`config.mk`:
```
export PLATFORM = sky130hd
export DESIGN_NAME = i2s_sample_framer_flat
export DESIGN_NICKNAME = d
export VERILOG_FILES = /design/src/rtl/i2s_sample_framer_if.sv /design/src/rtl/i2s_sample_framer.sv /design/src/flat_wrapper.sv
export SDC_FILE = /design/constraint.sdc
export NUM_CORES = 1
export LEC_CHECK = 0
export ABC_AREA = 1
export BUFFER_PORTS_ARGS = -buffer_cell sky130_fd_sc_hd__buf_2
export CORE_ASPECT_RATIO = 1.1
export CORE_UTILIZATION = 50
export CTS_CLUSTER_DIAMETER = 150
export DETAILED_ROUTE_END_ITERATION = 16
export PLACE_DENSITY = 0.73
export SLEW_MARGIN = 0
export SYNTH_ARGS = -nofsm -noshare
export SYNTH_HDL_FRONTEND = slang
export SYNTH_SLANG_ARGS = --single-unit
```
`constraint.sdc`:
```
create_clock -name clk -period 4.35 [get_ports clk]
set_input_delay 0.435 -clock clk [delete_from_list [all_inputs] [get_ports clk]]
set_output_delay 0.435 -clock clk [all_outputs]
set_load 0.005 [all_outputs]
```
`src/rtl/i2s_sample_framer_if.sv`:
```
// Sample stream from the I2S framer to the FFT/visualizer path.
interface i2s_sample_framer_if #(
    parameter int unsigned SAMPLE_WIDTH = 24
) ();
    logic                    out_valid;
    logic                    out_ready;
    logic [SAMPLE_WIDTH-1:0] out_data;
    logic                    out_first;
    logic                    out_last;

    modport master (
        output out_valid,
        output out_data,
        output out_first,
        output out_last,
        input  out_ready
    );

    modport slave (
        input  out_valid,
        input  out_data,
        input  out_first,
        input  out_last,
        output out_ready
    );
endinterface

```
`src/rtl/i2s_sample_framer.sv`:
```
// Turns each completed I2S stereo pair into one signed sample, buffers it in a
// show-ahead FIFO and streams it out with frame-start/frame-end markers.
module i2s_sample_framer #(
    parameter int unsigned DATA_WIDTH   = 32,
    parameter int unsigned SAMPLE_WIDTH = 24,
    parameter int unsigned FIFO_DEPTH   = 16,
    parameter int unsigned FRAME_LEN    = 256
) (
    input  logic                                 clk,
    input  logic                                 rst,
    input  logic                                 sck,
    input  logic                                 ws,
    input  logic [DATA_WIDTH-1:0]                data_left,
    input  logic [DATA_WIDTH-1:0]                data_right,
    input  logic [1:0]                           mode,
    input  logic                                 clear_ovf,
    output logic                                 overflow,
    output logic [$clog2(FIFO_DEPTH+1)-1:0]      level,
    i2s_sample_framer_if.master                  stream
);
    localparam int unsigned PTR_W = $clog2(FIFO_DEPTH);
    localparam int unsigned LVL_W = $clog2(FIFO_DEPTH + 1);
    localparam int unsigned IDX_W = $clog2(FRAME_LEN);
    localparam int unsigned WORD_W = SAMPLE_WIDTH + 2;

    // Front end: sck edge detect, ws history, pair strobe, capture
    logic                    sckd_q, sckdd_q, wsd_q, wsdd_q;
    logic                    pair_stb_q, cap_valid_q;
    logic [SAMPLE_WIDTH-1:0] cap_l_q, cap_r_q;
    logic [1:0]              cap_mode_q;
    logic                    sck_rise;

    assign sck_rise = sckd_q & ~sckdd_q;

    always_ff @(posedge clk or posedge rst) begin
        if (rst) begin
            sckd_q      <= 1'b0;
            sckdd_q     <= 1'b0;
            wsd_q       <= 1'b0;
            wsdd_q      <= 1'b0;
            pair_stb_q  <= 1'b0;
            cap_valid_q <= 1'b0;
            cap_l_q     <= '0;
            cap_r_q     <= '0;
            cap_mode_q  <= 2'd0;
        end else begin
            sckd_q      <= sck;
            sckdd_q     <= sckd_q;
            if (sck_rise) begin
                wsd_q  <= ws;
                wsdd_q <= wsd_q;
            end
            pair_stb_q  <= sck_rise & ~wsd_q & wsdd_q;
            cap_valid_q <= pair_stb_q;
            if (pair_stb_q) begin
                cap_l_q    <= data_left[DATA_WIDTH-1 -: SAMPLE_WIDTH];
                cap_r_q    <= data_right[DATA_WIDTH-1 -: SAMPLE_WIDTH];
                cap_mode_q <= mode;
            end
        end
    end

    generate
        if (DATA_WIDTH > SAMPLE_WIDTH) begin : g_unused
            logic unused_low_bits;
            assign unused_low_bits = ^{data_left[DATA_WIDTH-SAMPLE_WIDTH-1:0],
                                       data_right[DATA_WIDTH-SAMPLE_WIDTH-1:0]};
        end
    endgenerate

    // Reduce: floor average of the sign-extended pair cannot overflow
    logic [SAMPLE_WIDTH:0]   sum;
    logic [SAMPLE_WIDTH-1:0] result;
    logic [IDX_W-1:0]        idx_q;
    logic [WORD_W-1:0]       wr_word;

    always_comb begin
        sum = {cap_l_q[SAMPLE_WIDTH-1], cap_l_q} + {cap_r_q[SAMPLE_WIDTH-1], cap_r_q};
        case (cap_mode_q)
            2'd0:    result = sum[SAMPLE_WIDTH:1];
            2'd2:    result = cap_r_q;
            default: result = cap_l_q;
        endcase
        wr_word = {idx_q == '0, idx_q == IDX_W'(FRAME_LEN - 1), result};
    end

    // FIFO: level counts the head register plus the memory entries
    logic [WORD_W-1:0]       mem [FIFO_DEPTH];
    logic [PTR_W-1:0]        wptr_q, rptr_q;
    logic [LVL_W-1:0]        level_q;
    logic                    ovf_q;
    logic                    head_valid_q, head_first_q, head_last_q;
    logic [SAMPLE_WIDTH-1:0] head_data_q;
    logic                    rd, full, wr_acc, drop, mem_empty, head_load, bypass, mem_wr;

    always_comb begin
        rd        = head_valid_q & stream.out_ready;
        full      = level_q == LVL_W'(FIFO_DEPTH);
        wr_acc    = cap_valid_q & (~full | rd);
        drop      = cap_valid_q & full & ~rd;
        // The head is refilled whenever the memory holds data, so equal pointers mean empty
        mem_empty = wptr_q == rptr_q;
        head_load = ~head_valid_q | rd;
        bypass    = head_load & mem_empty & wr_acc;
        mem_wr    = wr_acc & ~bypass;
    end

    always_ff @(posedge clk) begin
        if (mem_wr) begin
            mem[wptr_q] <= wr_word;
        end
    end

    always_ff @(posedge clk or posedge rst) begin
        if (rst) begin
            wptr_q       <= '0;
            rptr_q       <= '0;
            level_q      <= '0;
            ovf_q        <= 1'b0;
            idx_q        <= '0;
            head_valid_q <= 1'b0;
            head_first_q <= 1'b0;
            head_last_q  <= 1'b0;
            head_data_q  <= '0;
        end else begin
            level_q <= level_q + LVL_W'(wr_acc) - LVL_W'(rd);
            if (drop) begin
                ovf_q <= 1'b1;
            end else if (clear_ovf) begin
                ovf_q <= 1'b0;
            end
            if (wr_acc) begin
                idx_q <= idx_q + 1'b1;
            end
            if (mem_wr) begin
                wptr_q <= wptr_q + 1'b1;
            end
            if (head_load) begin
                if (!mem_empty) begin
                    {head_first_q, head_last_q, head_data_q} <= mem[rptr_q];
                    head_valid_q <= 1'b1;
                    rptr_q       <= rptr_q + 1'b1;
                end else if (wr_acc) begin
                    {head_first_q, head_last_q, head_data_q} <= wr_word;
                    head_valid_q <= 1'b1;
                end else begin
                    head_valid_q <= 1'b0;
                end
            end
        end
    end

    assign stream.out_valid = head_valid_q;
    assign stream.out_data  = head_data_q;
    assign stream.out_first = head_first_q;
    assign stream.out_last  = head_last_q;
    assign overflow         = ovf_q;
    assign level            = level_q;
endmodule

```
`src/flat_wrapper.sv`:
```
// flat-port wrapper written by rule: the top's interface ports become plain ports
module i2s_sample_framer_flat 
#(
    parameter int unsigned DATA_WIDTH   = 32,
    parameter int unsigned SAMPLE_WIDTH = 24,
    parameter int unsigned FIFO_DEPTH   = 16,
    parameter int unsigned FRAME_LEN    = 256
)
  (clk, rst, sck, ws, data_left, data_right, mode, clear_ovf, overflow, level, stream_out_valid, stream_out_data, stream_out_first, stream_out_last, stream_out_ready);
  i2s_sample_framer_if #(.SAMPLE_WIDTH(SAMPLE_WIDTH)) stream_i ();
  input  logic clk;
  input  logic rst;
  input  logic sck;
  input  logic ws;
  input  logic [DATA_WIDTH-1:0] data_left;
  input  logic [DATA_WIDTH-1:0] data_right;
  input  logic [1:0] mode;
  input  logic clear_ovf;
  output logic overflow;
  output logic [$clog2(FIFO_DEPTH+1)-1:0] level;
  output wire logic [$bits(stream_i.out_valid)-1:0] stream_out_valid;
  output wire logic [$bits(stream_i.out_data)-1:0] stream_out_data;
  output wire logic [$bits(stream_i.out_first)-1:0] stream_out_first;
  output wire logic [$bits(stream_i.out_last)-1:0] stream_out_last;
  input wire logic [$bits(stream_i.out_ready)-1:0] stream_out_ready;
  assign stream_out_valid = stream_i.out_valid;
  assign stream_out_data = stream_i.out_data;
  assign stream_out_first = stream_i.out_first;
  assign stream_out_last = stream_i.out_last;
  assign stream_i.out_ready = stream_out_ready;
  i2s_sample_framer #(.DATA_WIDTH(DATA_WIDTH), .SAMPLE_WIDTH(SAMPLE_WIDTH), .FIFO_DEPTH(FIFO_DEPTH), .FRAME_LEN(FRAME_LEN)) u_core (.clk(clk), .rst(rst), .sck(sck), .ws(ws), .data_left(data_left), .data_right(data_right), .mode(mode), .clear_ovf(clear_ovf), .overflow(overflow), .level(level), .stream(stream_i));
endmodule
```
==> impl_metrics.py <==
metrics = {
    "clock_network": {
        "clockBufferDepth": 3,
        "cts_max_level": 2,
        "post_cts_resized": 0,
        "worst_skew_pair.late_latency_ns": 0.57,
        "post-cts-setup-buffers": 0,
        "cts.root.buffer_cell": "clkbuf_16",
        "tritoncts": "built",
        "clock_sinks": 521,
        "tritoncts_buffer_count": 48,
        "path_clk_slew_ns": 0.06,
    },
    "global_routing": {
        "initial_antenna_violation_count": 0,
        "grt_first_pass_wirelength_mm": 91.50,
        "overflow": 0,
        "globalRouteTotalUtil": 0.2507,
        "pin_count_of_the_biggest_net_entering_global_routing": 219,
        "first_global_vias": 16350,
    },
    "final_layout": {
        "fin_nets": 2416,
        "area.growth.synth_to_final_pct": 10.32,
        "post-route-util": 0.5623,
        "drive_above_1_share": 0.09556,
        "diodes_inserted": 0,
    },
    "critical_path": {
        "worst_path_max_delay_cell": "nor2_4",
        "number_of_cells_on_the_critical_path": 10,
        "cp_cell_sequence": "inv_2, nand2_1, a21oi_1, nand2_2, inv_2, nand2_1, nand2_1, inv_2, nand2_1, nor2_4",
        "timing.critical_path.to_type": "flop",
        "start_kind": "flop",
        "crit_path_max_incr_delay_ns": 1.01,
        "worstSetupStartpoint": "u_core.rptr_q[1]",
        "r2r_cells": 10,
        "worstPathArrival_ns": 3.37,
        "crit_fanout": 28,
        "worst_path_dominant_cell_family": "simple AND/OR/NAND/NOR gates",
        "rr_endpoint": "u_core.mem[0][7]",
        "critPathRequiredTime_ns": 4.52,
        "critPathKind": "reg -> reg",
        "reg2reg_setup_slack_ns": 1.15,
        "worst_r2r_start": "u_core.rptr_q[1]",
        "path_buf_inv": 3,
        "path_common_cell": "nand2_1",
    },
    "hold_path": {
        "holdCritStartpoint": "clear_ovf",
        "holdPathEnd": "u_core.overflow",
        "worst_hold_path_type": "in -> reg",
        "hold_depth": 2,
    },
    "place": {
        "placement.io_buffers": 88,
        "global_placer_s_final_weighted_congestion": 0.9100,
        "dp.final_hpwl_mm": 36.13,
    },
    "die": {
        "core_area_um2": 45760,
        "die_footprint_um2": 47510,
        "floorplan.initialDensity": 0.5097,
        "die_h_um": 228.5,
        "die-width_um": 207.9,
        "design.portCount": 105,
        "rows": 82,
    },
    "pwr": {
        "power.share.combinational": 0.412,
        "fraction_of_power_consumed_by_the_clock_network": 0.209,
        "power_switching_mw": 7.908,
        "total_power_mw": 19.22,
        "power.share.switching": 0.4114,
        "power.density_nw_per_um2": 747.2,
        "internal_mw": 11.32,
        "pwr-share-seq": 0.379,
        "peakVddDrop_mv": 0.6219,
        "power_leakage_nw": 10.17,
    },
    "synth": {
        "synth_nets": 2355,
        "avg_cell_area_syn_um2": 10.39,
        "synth_flop_cell": "edfxtp_1",
        "synth.top_cells.by_area": "edfxtp_1, dfrtp_1, nand2_1",
        "yosys.area_share.simple": 0.1587,
        "synth.yosys.seq_area_share": 0.6483,
        "netlist_area_um2": 23320,
        "ys_warn_count": 0,
        "synth_enable_flop_cells": 416,
        "synth_largest_area_cell": "edfxtp_1",
        "main_combinational_cell_family_by_area_after_synthesis": "simple AND/OR/NAND/NOR gates",
        "synthMuxAreaShare": 0.002897,
        "ys_types": 37,
        "synth-adder-area-share": 0.02103,
        "post_synth_inst_count": 2245,
        "synth_seq_cells": 521,
        "yosys.area_share.xor_xnor": 0.007511,
        "postSynth.asyncResetShare": 0.2015,
        "synth_compound_gate_area_share": 0.09904,
        "synthDominantCellAreaShare": 0.5357,
    },
    "status": {
        "outcome": "completed",
    },
    "timing": {
        "fin_tns_setup_ns": 0,
        "period_share": 0.7349,
        "setup_violations": 0,
        "grt_setup_unrepaired": "no",
        "max-slew-margin-rel": 0.1615,
        "final_hold_viol_count": 0,
        "post-route-min-period_ns": 3.197,
        "final.setup_skew_ns": 0.01131,
        "slew_viol_final": 0,
        "worst_pin_slew_ns": 1.255,
        "clock.fmax_mhz": 312.8,
    },
    "drt": {
        "drt-initial-drc-count": 1731,
        "vias_per_cell": 5.706,
        "drt.antenna.violating_nets": 0,
        "finalWirelength_mm": 60.11,
        "detail_route.drc_violations": 0,
        "count_of_tritonroute_iterations_in_the_first_routing_pass": 7,
        "overall_via_count_from_detail_route": 16730,
        "route.detailed.wl_per_inst_um": 20.50,
    },
    "job": {
        "drv_cap": 0,
    },
}
## worst register-to-register path, cell delays in order (launching register included)
cell and delay, ns:
dfrtp_2 0.71, inv_2 0.08, nand2_1 0.08, a21oi_1 0.07, nand2_2 0.09, inv_2 0.16, nand2_1 0.10, nand2_1 0.12
inv_2 0.13, nand2_1 0.24, nor2_4 1.01
## final cells by class
class / instances / area (um2)
inverter: 214 / 808.3
clock buffer: 72 / 1365
multi-input combinational: 1401 / 6877
tap: 588 / 735.7
timing repair buffer: 120 / 708.2
clock inverter: 16 / 108.9
fill: 3812 / 20030
sequential: 521 / 15130
## cells in the final DEF (no fill, tap or decap), types with 4 or more instances in the layout
master	instances
xnor2_1	4
dfrtp_1	102
buf_4	29
a21oi_1	58
o221ai_1	12
o21ai_1	19
inv_1	205
clkbuf_1	20
inv_2	7
o31ai_1	7
o2111ai_1	4
ha_1	36
o211ai_1	32
buf_2	88
o22ai_1	60
mux2_2	6
xor2_1	16
nor3_1	4
nor2_4	16
nand2_1	503
clkinv_2	7
nand4_1	8
nand3_1	121
nand3b_1	7
nor2_1	255
o21ai_0	216
edfxtp_1	416
clkbuf_16	51
clkinv_1	5
## state kept, by name (all words and copies together), names as in the netlist, 4 cells and up
register / count
u_core.cap_r_q: 24
u_core.rptr_q: 4
u_core.wptr_q: 4
u_core.idx_q: 8
u_core.cap_l_q: 24
u_core.stream.out_data: 24
u_core.mem: 416
u_core.level: 5
## power by group through the flow
| stage | Clock (mW) | Combinational, mW | Sequential (mW) |
|---|---|---|---|
| finish | 4.02 | 7.92 | 7.29 |
| global route | 4.23 | 8.76 | 7.34 |
| CTS | 4.03 | 7.84 | 7.28 |
| detailed placement | 0 | 7.77 | 7.38 |
| global placement | 0 | 7.54 | 7.35 |
| floorplan | 0 | 5.46 | 7.23 |
## worst max path at each step
stage / to / slack (ns)
6_report: u_core.mem[0][7] / 1.15
3_5_place_dp: u_core.mem[9][4] / 1.13
5_1_grt: u_core.mem[9][8] / 0.97
3_3_place_gp: u_core.mem[9][9] / 1.22
2_1_floorplan: u_core.cap_l_q[0] / 1.15
4_1_cts: u_core.mem[9][4] / 1.15
## repair_timing
action | 4_1_cts | 5_1_grt
endpoints found under the hold margin | 1 | 0
hold buffers | 1 | 0
setup endpoints to repair | 0 | 0
## Yosys cell counts (2+ instances only)
cell	n
nand2_1	504
edfxtp_1	416
nor2_1	271
o21ai_0	218
inv_1	208
nand3_1	121
dfrtp_1	105
o22ai_1	60
a21oi_1	58
buf_2	46
ha_1	36
o211ai_1	32
clkbuf_1	26
o21ai_1	18
buf_6	17
buf_4	16
xor2_1	16
o221ai_1	12
nand4_1	8
nand3b_1	7
o31ai_1	7
inv_2	6
mux2_2	6
buf_1	4
nor3_1	4
o2111ai_1	4
xnor2_1	4
fa_1	2
nor2_2	2
nor3_2	2
nor4_1	2
or2_0	2
## cell families after synthesis
kind of cell | count (synthesis)
and+or+nand+nor | 924
xor gates and xnor gates | 20
buffers and inverters | 323
muxes | 6
adders and majority gates | 38
DFF | 521
AOI/OAI and AO/OA | 413
## through the flow
step                setup WS (ns)  instances  instance area (um2)  hold slack [ns]
floorplan                   1.154       2245                23320           0.3540
global placement            1.224       2843                24240           0.3678
detailed placement          1.133       2843                24240           0.3816
CTS                         1.151       2932                25730          0.05788
global route               0.9725       2932                25730          0.06749
finish                      1.153       2932                25730          0.07280
## routing by layer
| layer | part of all wire | up-vias | GRT usage | routed length [um] |
|---|---|---|---|---|
| li1 | - | 7777 | - | - |
| met1 | 0.38 | 7995 | 0.3196 | 23030 |
| met2 | 0.49 | 805 | 0.4288 | 29670 |
| met3 | 0.087 | 152 | 0.03943 | 5213 |
| met4 | 0.037 | 0 | 0.09977 | 2200 |
| met5 | 0 | - | 0 | 0 |
Power figures use the tool's default switching activity.
